[src/rtl/y86_pkg.sv]
// rtl/y86_pkg.sv - Y86 instruction codes, length helpers and encoder state type.
// Shared by the encoder and the fetch stage.
package y86_pkg;

  localparam logic [3:0] I_HALT   = 4'h0;
  localparam logic [3:0] I_NOP    = 4'h1;
  localparam logic [3:0] I_RRMOVQ = 4'h2;
  localparam logic [3:0] I_IRMOVQ = 4'h3;
  localparam logic [3:0] I_RMMOVQ = 4'h4;
  localparam logic [3:0] I_MRMOVQ = 4'h5;
  localparam logic [3:0] I_OPQ    = 4'h6;
  localparam logic [3:0] I_JXX    = 4'h7;
  localparam logic [3:0] I_CALL   = 4'h8;
  localparam logic [3:0] I_RET    = 4'h9;
  localparam logic [3:0] I_PUSHQ  = 4'hA;
  localparam logic [3:0] I_POPQ   = 4'hB;

  localparam logic [3:0] REG_NONE = 4'hF;

  typedef enum logic [2:0] {
    S_IDLE,
    S_HDR,
    S_REG,
    S_VALC,
    S_STOPPED
  } enc_state_e;

  function automatic logic need_regids(input logic [3:0] icode);
    return icode inside {I_RRMOVQ, I_IRMOVQ, I_RMMOVQ, I_MRMOVQ, I_OPQ, I_PUSHQ, I_POPQ};
  endfunction

  function automatic logic need_valC(input logic [3:0] icode);
    return icode inside {I_IRMOVQ, I_RMMOVQ, I_MRMOVQ, I_JXX, I_CALL};
  endfunction

endpackage

[src/rtl/y86_ilen.sv]
// rtl/y86_ilen.sv - Combinational icode decode: byte-field presence, length, validity.
module y86_ilen
  import y86_pkg::*;
(
  input  logic [3:0] icode_i,
  output logic       need_regids_o,
  output logic       need_valc_o,
  output logic [3:0] len_o,
  output logic       valid_o
);

  assign need_regids_o = need_regids(icode_i);
  assign need_valc_o   = need_valC(icode_i);
  assign len_o         = 4'd1 + {3'b000, need_regids_o} + (need_valc_o ? 4'd8 : 4'd0);
  assign valid_o       = (icode_i < 4'hC);

endmodule

[src/rtl/imem_encoder.sv]
// rtl/imem_encoder.sv - Serializes Y86 instruction fields into instruction-memory byte writes.
// Optional IMEM_ENC_HALT_STOP_EN: encoder stops after writing a halt until start_i.
module imem_encoder
  import y86_pkg::*;
#(
  parameter int ADDR_W    = 10,
  parameter int MEM_BYTES = 1024,
  parameter int BASE_ADDR = 0
) (
  input  logic              clk_i,
  input  logic              rst_n_i,
  input  logic              start_i,
  input  logic [ADDR_W-1:0] start_addr_i,
  input  logic              in_valid_i,
  output logic              in_ready_o,
  input  logic [3:0]        icode_i,
  input  logic [3:0]        ifun_i,
  input  logic [3:0]        rA_i,
  input  logic [3:0]        rB_i,
  input  logic [63:0]       valC_i,
  output logic              wr_en_o,
  output logic [ADDR_W-1:0] wr_addr_o,
  output logic [7:0]        wr_data_o,
  output logic [ADDR_W-1:0] ptr_o,
  output logic [15:0]       instr_cnt_o,
  output logic              err_o,
  output logic              bad_instr_o,
  output logic              ovf_o
);

  localparam logic [ADDR_W:0] MEM_LIMIT = (ADDR_W+1)'(MEM_BYTES);

  enc_state_e        state, next_state;
  logic [3:0]        icode_q, ifun_q, ra_q, rb_q;
  logic [63:0]       valc_q;
  logic              need_regids_q, need_valc_q;
  logic [2:0]        idx_q;
  logic [ADDR_W-1:0] ptr_q;
  logic [15:0]       cnt_q;
  logic              err_q, bad_q, ovf_q;

  logic              need_regids_w, need_valc_w, icode_ok_w;
  logic [3:0]        len_w;
  logic [ADDR_W:0]   end_addr;
  logic              fits, accept, take, wr, last;
  logic [7:0]        byte_w;

  y86_ilen u_ilen (
    .icode_i       (icode_i),
    .need_regids_o (need_regids_w),
    .need_valc_o   (need_valc_w),
    .len_o         (len_w),
    .valid_o       (icode_ok_w)
  );

  // Extra bit so an instruction ending exactly at MEM_BYTES is still accepted
  assign end_addr = {1'b0, ptr_q} + (ADDR_W+1)'(len_w);
  assign fits     = (end_addr <= MEM_LIMIT);
  assign accept   = in_valid_i & in_ready_o;
  assign take     = accept & icode_ok_w & fits;

  always_ff @(posedge clk_i or negedge rst_n_i) begin
    if (!rst_n_i) state <= S_IDLE;
    else          state <= next_state;
  end

  always_comb begin
    next_state = state;
    wr         = 1'b0;
    last       = 1'b0;
    byte_w     = 8'h00;
    case (state)
      S_IDLE: if (take) next_state = S_HDR;
      S_HDR: begin
        wr     = 1'b1;
        byte_w = {icode_q, ifun_q};
        if (need_regids_q)    next_state = S_REG;
        else if (need_valc_q) next_state = S_VALC;
        else begin
          last = 1'b1;
`ifdef IMEM_ENC_HALT_STOP_EN
          next_state = (icode_q == I_HALT) ? S_STOPPED : S_IDLE;
`else
          next_state = S_IDLE;
`endif
        end
      end
      S_REG: begin
        wr     = 1'b1;
        byte_w = {ra_q, rb_q};
        if (need_valc_q) next_state = S_VALC;
        else begin
          last       = 1'b1;
          next_state = S_IDLE;
        end
      end
      S_VALC: begin
        wr     = 1'b1;
        byte_w = valc_q[{idx_q, 3'b000} +: 8];
        if (idx_q == 3'd7) begin
          last       = 1'b1;
          next_state = S_IDLE;
        end
      end
      S_STOPPED: next_state = S_STOPPED;
      default:   next_state = S_IDLE;
    endcase
    // start_i abandons whatever is in flight, including this cycle's byte
    if (start_i) begin
      next_state = S_IDLE;
      wr         = 1'b0;
      last       = 1'b0;
    end
  end

  always_ff @(posedge clk_i or negedge rst_n_i) begin
    if (!rst_n_i) begin
      icode_q       <= 4'h0;
      ifun_q        <= 4'h0;
      ra_q          <= 4'h0;
      rb_q          <= 4'h0;
      valc_q        <= 64'h0;
      need_regids_q <= 1'b0;
      need_valc_q   <= 1'b0;
      idx_q         <= 3'd0;
      ptr_q         <= ADDR_W'(BASE_ADDR);
      cnt_q         <= 16'h0;
      err_q         <= 1'b0;
      bad_q         <= 1'b0;
      ovf_q         <= 1'b0;
    end else begin
      err_q <= accept & ~take;
      if (start_i) begin
        ptr_q <= start_addr_i;
        if (state == S_IDLE) begin
          bad_q <= 1'b0;
          ovf_q <= 1'b0;
        end
      end else if (wr) begin
        ptr_q <= ptr_q + 1'b1;
      end
      if (accept && !icode_ok_w)  bad_q <= 1'b1;
      else if (accept && !fits)   ovf_q <= 1'b1;
      if (take) begin
        icode_q       <= icode_i;
        ifun_q        <= ifun_i;
        ra_q          <= rA_i;
        rb_q          <= rB_i;
        valc_q        <= valC_i;
        need_regids_q <= need_regids_w;
        need_valc_q   <= need_valc_w;
        idx_q         <= 3'd0;
      end else if (wr && state == S_VALC) begin
        idx_q <= idx_q + 3'd1;
      end
      if (last) cnt_q <= cnt_q + 16'd1;
    end
  end

  assign in_ready_o  = (state == S_IDLE) & ~start_i;
  assign wr_en_o     = wr;
  assign wr_addr_o   = wr ? ptr_q : '0;
  assign wr_data_o   = byte_w;
  assign ptr_o       = ptr_q;
  assign instr_cnt_o = cnt_q;
  assign err_o       = err_q;
  assign bad_instr_o = bad_q;
  assign ovf_o       = ovf_q;

endmodule

[config.mk]
export PLATFORM = sky130hd
export DESIGN_NAME = imem_encoder
export DESIGN_NICKNAME = d
export VERILOG_FILES = /design/src/rtl/y86_pkg.sv /design/src/rtl/y86_ilen.sv /design/src/rtl/imem_encoder.sv
export SDC_FILE = /design/constraint.sdc
export NUM_CORES = 1
export LEC_CHECK = 0
export CORE_UTILIZATION = 40
export CTS_BUF_LIST = sky130_fd_sc_hd__clkbuf_8
export DETAILED_ROUTE_END_ITERATION = 10
export PLACE_DENSITY_LB_ADDON = 0.3
export RECOVER_POWER = 25
export REMOVE_ABC_BUFFERS = 1
export SETUP_SLACK_MARGIN = 0.4
export SYNTH_ARGS = -nofsm -noshare
export SYNTH_HDL_FRONTEND = slang
export SYNTH_HIERARCHICAL = 1
export SYNTH_SLANG_ARGS = --single-unit
[constraint.sdc]
create_clock -name clk_i -period 2.8 [get_ports clk_i]
set_input_delay 0.56 -clock clk_i [delete_from_list [all_inputs] [get_ports clk_i]]
set_output_delay 0.56 -clock clk_i [all_outputs]
set_load 0.02 [all_outputs]
* Yosys cells after proc, flatten, opt, wreduce, memory -nomap -nowiden *
Cells that the tools add are included.

operators by class
  reduce and logical (&&, ||, !) cells = 15
  equality and inequality tests = 16
  multipliers = 0
  multiplexer cells = 27
  order comparisons = 2
  add/sub/neg operators = 6
  shift operators = 1
  divide/modulo/power cells = 0
  bitwise logic cells = 7

operator list
  kind                                                 number
  indexed part select 64 x 7 -> 8 bit                  1
  two-way mux 10 bit                                   3
  case mux 8 bit (3 select lines)                      1
  adder 16 x 1 -> 16 bit, second input constant        1
  equality test 4 x 3 -> 1 bit, second input constant  4
  two-way mux 3 bit                                    5
  case mux 3 bit (5 select lines)                      1
  two-way mux 1 bit                                    13
  equality test 4 bit, second input constant           3
  adder 10 x 4 -> 11 bit                               1
  <= comparator 11 bit, second input constant          1
  adder 10 x 1 -> 10 bit, second input constant        1
  equality test 4 x 2 -> 1 bit, second input constant  2
  nonzero test 2 bit                                   4
  nonzero test 7 bit                                   1
  equality test 3 x 2 -> 1 bit, second input constant  2
  equality test 3 bit, second input constant           2
  != test 3 bit, second input constant                 2
  AND 1 bit                                            5
  nonzero test 5 bit                                   1
  adder 4 bit                                          1
  < comparator 4 bit, second input constant            1
  two-way mux 2 bit                                    2
  two-way mux 4 bit                                    1
  other kinds (10)                                     15

word-level totals
  memories = 0
  bits of input ports = 94
  ROM bits = 0
  register bits after elaboration = 117
  bits in latches = 0
  output and inout bits = 49
  logic and storage cells = 88
  RAM bits = 0

* Depth between registers and ports, before layout *
  depth in word-level cells = 10
  depth in mapped cells = 12
  mapped depth without buffers = 9

* By module *
Netlist, hierarchy kept.

by module, submodules not included
  module        instances  seq. area each (sq um)  cells an instance  area an instance (sq um)
  imem_encoder  1          2,927.8                 430                5,620.4
  y86_ilen      1          0.0                     13                 80.1

* Worst setup path before layout *
Ideal clock, no wire load.

  path type = input port to flip-flop
  from = input icode_i[0]
  to = register ra_q[0]
  path buffers = 3
  stages = 12
  required time = 2,673 ps
  setup time = 127 ps
  arrival = 2,620 ps
  setup slack = 52 ps
  cells stage by stage = a21oi_1 > mux2i_1 > inv_1 > buf_4 > fa_1 > xor2_1 > nor3_1 > o211ai_1 > a21oi_4 > buf_6 > buf_6 > mux2_1

between the ends
  longest elaborated chain between the ends = 7
  elaborated cells between the ends (all ways) = 19
  classes of those cells = 3 x add/sub; 2 x order compare; 9 x eq/ne; 1 x mux; 2 x bitwise; 2 x reduce/logical

ends and longest elaborated chain
  what                                                        RTL line             RTL
  start: declaration                                          imem_encoder.sv:16   input logic [3:0] icode_i,
  equality test 4 x 2 -> 1 bit, or another cell as far along  y86_pkg.sv:29        return icode inside {I_RRMOVQ, I_IRMOVQ, I_RMMOVQ, I_MRMOVQ, I_OPQ, I_PUSHQ, I_POPQ};
  nonzero test 7 bit (*)                                      y86_pkg.sv:29
  adder 1 x 1 -> 2 bit (*)                                    y86_ilen.sv:14       assign len_o = 4'd1 + {3'b000, need_regids_o} + (need_valc_o ? 4'd8 : 4'd0);
  adder 4 bit (*)                                             y86_ilen.sv:14
  net len_w[0]                                                imem_encoder.sv:43   logic [3:0] len_w;
  adder 10 x 4 -> 11 bit (*)                                  imem_encoder.sv:57   assign end_addr = {1'b0, ptr_q} + (ADDR_W+1)'(len_w);
  <= comparator 11 bit (*)                                    imem_encoder.sv:58   assign fits = (end_addr <= MEM_LIMIT);
  AND 1 bit (*)                                               imem_encoder.sv:60   assign take = accept & icode_ok_w & fits;
  end signal: assignment                                      imem_encoder.sv:147  ra_q <= rA_i;
  end: declaration                                            imem_encoder.sv:34   logic [3:0] icode_q, ifun_q, ra_q, rb_q;

The timed path passes the listed nets; every way through them passes the cells marked *.
A chain may end at the register's enable or synchronous reset.

* Worst setup path in the final report *
  from = input icode_i[0]
  to = register ifun_q[3]

between the ends
  longest elaborated chain between the ends = 7
  elaborated cells between the ends (all ways) = 19
  classes of those cells = 3 x add/sub; 2 x order compare; 9 x eq/ne; 1 x mux; 2 x bitwise; 2 x reduce/logical

ends and longest elaborated chain
  what                                                        RTL line             RTL
  equality test 4 x 2 -> 1 bit, or another cell as far along  y86_pkg.sv:29
  nonzero test 7 bit (*)                                      y86_pkg.sv:29
  adder 1 x 1 -> 2 bit (*)                                    y86_ilen.sv:14
  adder 4 bit (*)                                             y86_ilen.sv:14
  net len_w[0]                                                imem_encoder.sv:43
  adder 10 x 4 -> 11 bit (*)                                  imem_encoder.sv:57
  <= comparator 11 bit (*)                                    imem_encoder.sv:58
  AND 1 bit (*)                                               imem_encoder.sv:60
  end signal: assignment                                      imem_encoder.sv:146  ifun_q <= ifun_i;
  end: declaration                                            imem_encoder.sv:34

Marks and branches as above.

==> metrics.cfg <==
[final_layout]
drive_above_1_share_pct=38.95
utilization_pct=65.66
diodes=0
fin_cells=845
nets=756
area_growth_pct=59.88

[routing]
drt-total-wl_um=15900
via_per_inst=5.185
drtIter0Drc=180
vias=4381
met2_length_um=7669
dr.pass1.iters=5
wl_met3_um=1085
dr.max_layer_used=met4
wl_per_cell_um=18.81
ant_nets=0
drc=0
detail_route.wirelength.met1_um=6877

[cts]
numClockSinks=117
htreeDepth=4
cts_buffer_depth=2
cts_tree=yes
clk_latency_ps=440
cts_root_buf=clkbuf_8
cts_made_buffers=17
cts_hold_buf=0
path_clk_slew_ps=70

[flow_run]
drv_cap=0

[setup_path]
arrival_ps=3050
endpoint=ifun_q[3]
critPathMaxFanout=5
critPathKind=in -> reg
crit_buf_inv=6
end_kind=flip-flop
r2r_cells=12
worstPathRequired_ps=3120
crit_chain=buf_8 > a21oi_4 > mux2i_4 > ha_4 > fa_2 > xor2_1 > nor3_2 > o211ai_1 > buf_4 > a21oi_4 > buf_12 > buf_6 > buf_12 > clkbuf_16 > mux2_4
crit_start=icode_i[0]
cpLargestDelayFamily=buffers and inverters
worstSetupStartpointType=input pin
r2r_end=ifun_q[3]
worstReg2RegStart=ptr_o[0]
reg2reg_slack_ps=110
max_stage_delay_ps=350
cp.depth=15
crit_path_top_delay_cell=fa_2

[grt]
grt_pass1_wl_um=24140
overflow=0
antenna_found_initial=0
first_global_vias=4546
grt_usage_pct=21.96
grt_max_degree=52

[power]
switching_share_pct=28.06
ir_drop_uv=372.4
cellLeakagePower_nw=3.926
combPwrFrac_pct=32.6
intPower_w=0.004230
seqPwrFrac_pct=40.4
p_switching_w=0.001650
p_per_area_mw_per_mm2=645.2
clockPowerShare_pct=27.0

[timing]
fin_crit_sh_pct=97.74
whs_ps=414.4
finalHoldViolations=0
fin_skew_ps=12.09
finalSetupViolations=0
rsz0062_at_grt=true
max_freq_mhz=365.4
final.min_clock_period_ps=2737
slew_headroom_pct=9.416
worst_slew_pin_slew_ps=1359
slew_violations=0

[floorplanning]
die_x_um=121.4
coreArea_mm2=0.01388
fp.dieH_um=121.4
die_area_mm2=0.01473
rows=43
io_pins=143
initial_core_util_pct=41.07

[yosys]
synth.area.top_cells=dfrtp_1, mux2_2, mux2_1
yosysUniqueCellTypes=46
yosys_warnings=6
yosys.area.top_type_share_pct=51.36
synthFlopType=dfrtp_1
syn_area_per_cell_um2=12.87
netlist_area_mm2=0.005700
synth-async-reset-ratio_pct=100.0
synth_seq_cells=117
synth.largest_area_cell=dfrtp_1
ys_seq_area_share_pct=51.36
synth_cells=443
synth_edf_count=0

[place]
dp.final_hpwl_um=9150
dp.cells=769
io_buffers=142
gp_congestion=0.7931

[status]
status=finished, final reports clean

[min_path]
hp-class=in -> async

-- placed cells by master, fill, tap and decap left out, types with 3 or more instances in the layout --
cell type and count:
a21oi_1 5, a21oi_4 3, a31oi_1 8, and2_1 9, and3_1 5, buf_12 15
buf_16 13, buf_2 3, buf_4 48, buf_6 12, buf_8 4, bufinv_16 3
clkbuf_8 19, clkdlybuf4s50_1 117, clkinv_2 5, dfrtp_1 116, ha_1 4, ha_4 3
inv_1 5, mux2_4 82, mux2i_1 9, mux4_2 16, nand2_1 30, nand3_1 8
nand4_1 5, nor2_1 13, nor3_1 5, nor3_2 4, nor3_4 3, nor3b_1 8
nor4_1 3, o21ai_0 13, o21ai_1 8, xnor2_1 14, xor2_1 11
-- cell families after synthesis --
family                     Yosys count  synth area share (%)
and+or+nand+nor                    107                 10.18
adders and majority gates            9                 2.107
other                                1               0.06578
muxes                              109                 24.47
xor gates and xnor gates            25                 3.841
DFF                                117                 51.36
buffers and inverters               31                 3.270
AOI/OAI and AO/OA                   44                 4.697
-- flip-flops by register name, summed over array words and instances (netlist names) --
name           cells
bad_instr_o        1
ptr_o             10
need_valc_q        1
icode_q            4
err_o              1
instr_cnt_o       16
ovf_o              1
state              3
ra_q               4
valc_q            64
rb_q               4
ifun_q             4
idx_q              3
need_regids_q      1
-- through the flow --
step	TNS, ps	power [W]	worst slack [ps]	area, um2
floorplan	-88360	0.003112	-1058	5529
global route	0	0.006172	22.17	9114
detailed placement	-57040	0.003725	-731.5	7468
global placement	-50280	0.003657	-642.6	7468
CTS	0	0.005700	105.7	8738
finish	0	0.005880	63.16	9114
-- worst min-delay path by stage --
stage	start	end	depth (start not counted)	slack, ps
floorplan	rst_n_i	bad_instr_o	0	260
global placement	ifun_q[0]	ifun_q[0]	1	460
global route	icode_i[1]	icode_q[1]	3	440
CTS	rst_n_i	ptr_o[6]	1	180
detailed placement	instr_cnt_o[15]	instr_cnt_o[15]	1	460
finish	rst_n_i	ptr_o[6]	1	410
-- synth_stat cells, types with 2 or more instances --
| master | instances |
|---|---|
| nand4_1 | 5 |
| inv_1 | 4 |
| nand3_1 | 9 |
| buf_4 | 7 |
| mux4_2 | 16 |
| xnor2_1 | 14 |
| clkbuf_1 | 9 |
| mux2_2 | 47 |
| nor3b_1 | 8 |
| nand3b_1 | 2 |
| a21oi_1 | 8 |
| buf_2 | 5 |
| and3_1 | 5 |
| and2_1 | 9 |
| a31oi_1 | 8 |
| xor2_1 | 11 |
| mux2_1 | 36 |
| ha_1 | 8 |
| mux2i_1 | 10 |
| o21ai_0 | 21 |
| buf_6 | 5 |
| nor3_1 | 9 |
| dfrtp_1 | 117 |
| nor4_1 | 3 |
| nor3_2 | 2 |
| nor2_1 | 16 |
| nand2_1 | 30 |
-- what timing repair did --
action / CTS / global route
gates resized for setup: 207 / 84
setup buffers: 21 / 9
gates cloned: 13 / 2
pin swaps: 7 / 12
setup endpoints to repair: 108 / 107
-- power groups by stage --
stage | clock [W] | sequential (W) | combinational, W
6_report | 0.00159 | 0.00238 | 0.00192
3_5_place_dp | 0 | 0.00237 | 0.00136
2_1_floorplan | 0 | 0.00237 | 0.000744
4_1_cts | 0.00161 | 0.00235 | 0.00173
5_1_grt | 0.00170 | 0.00242 | 0.00205
3_3_place_gp | 0 | 0.00234 | 0.00132
-- cell type report --
cell class / count / area (um2)
Timing Repair Buffer: 218 / 2482
Fill cell: 1061 / 4767
Tap cell: 180 / 225.2
Inverter: 4 / 15.01
Clock inverter: 12 / 137.6
Multi-Input combinational cell: 295 / 3063
Sequential cell: 117 / 2929
Clock buffer: 19 / 261.5
-- routing by layer --
layer	up-vias	global-route usage (%)
met1	2198	27.82
met3	22	7.613
met4	0	8.256
met2	142	34.48
met5	-	0
li1	2019	-
Note: power is estimated with default switching activity, not from simulation.
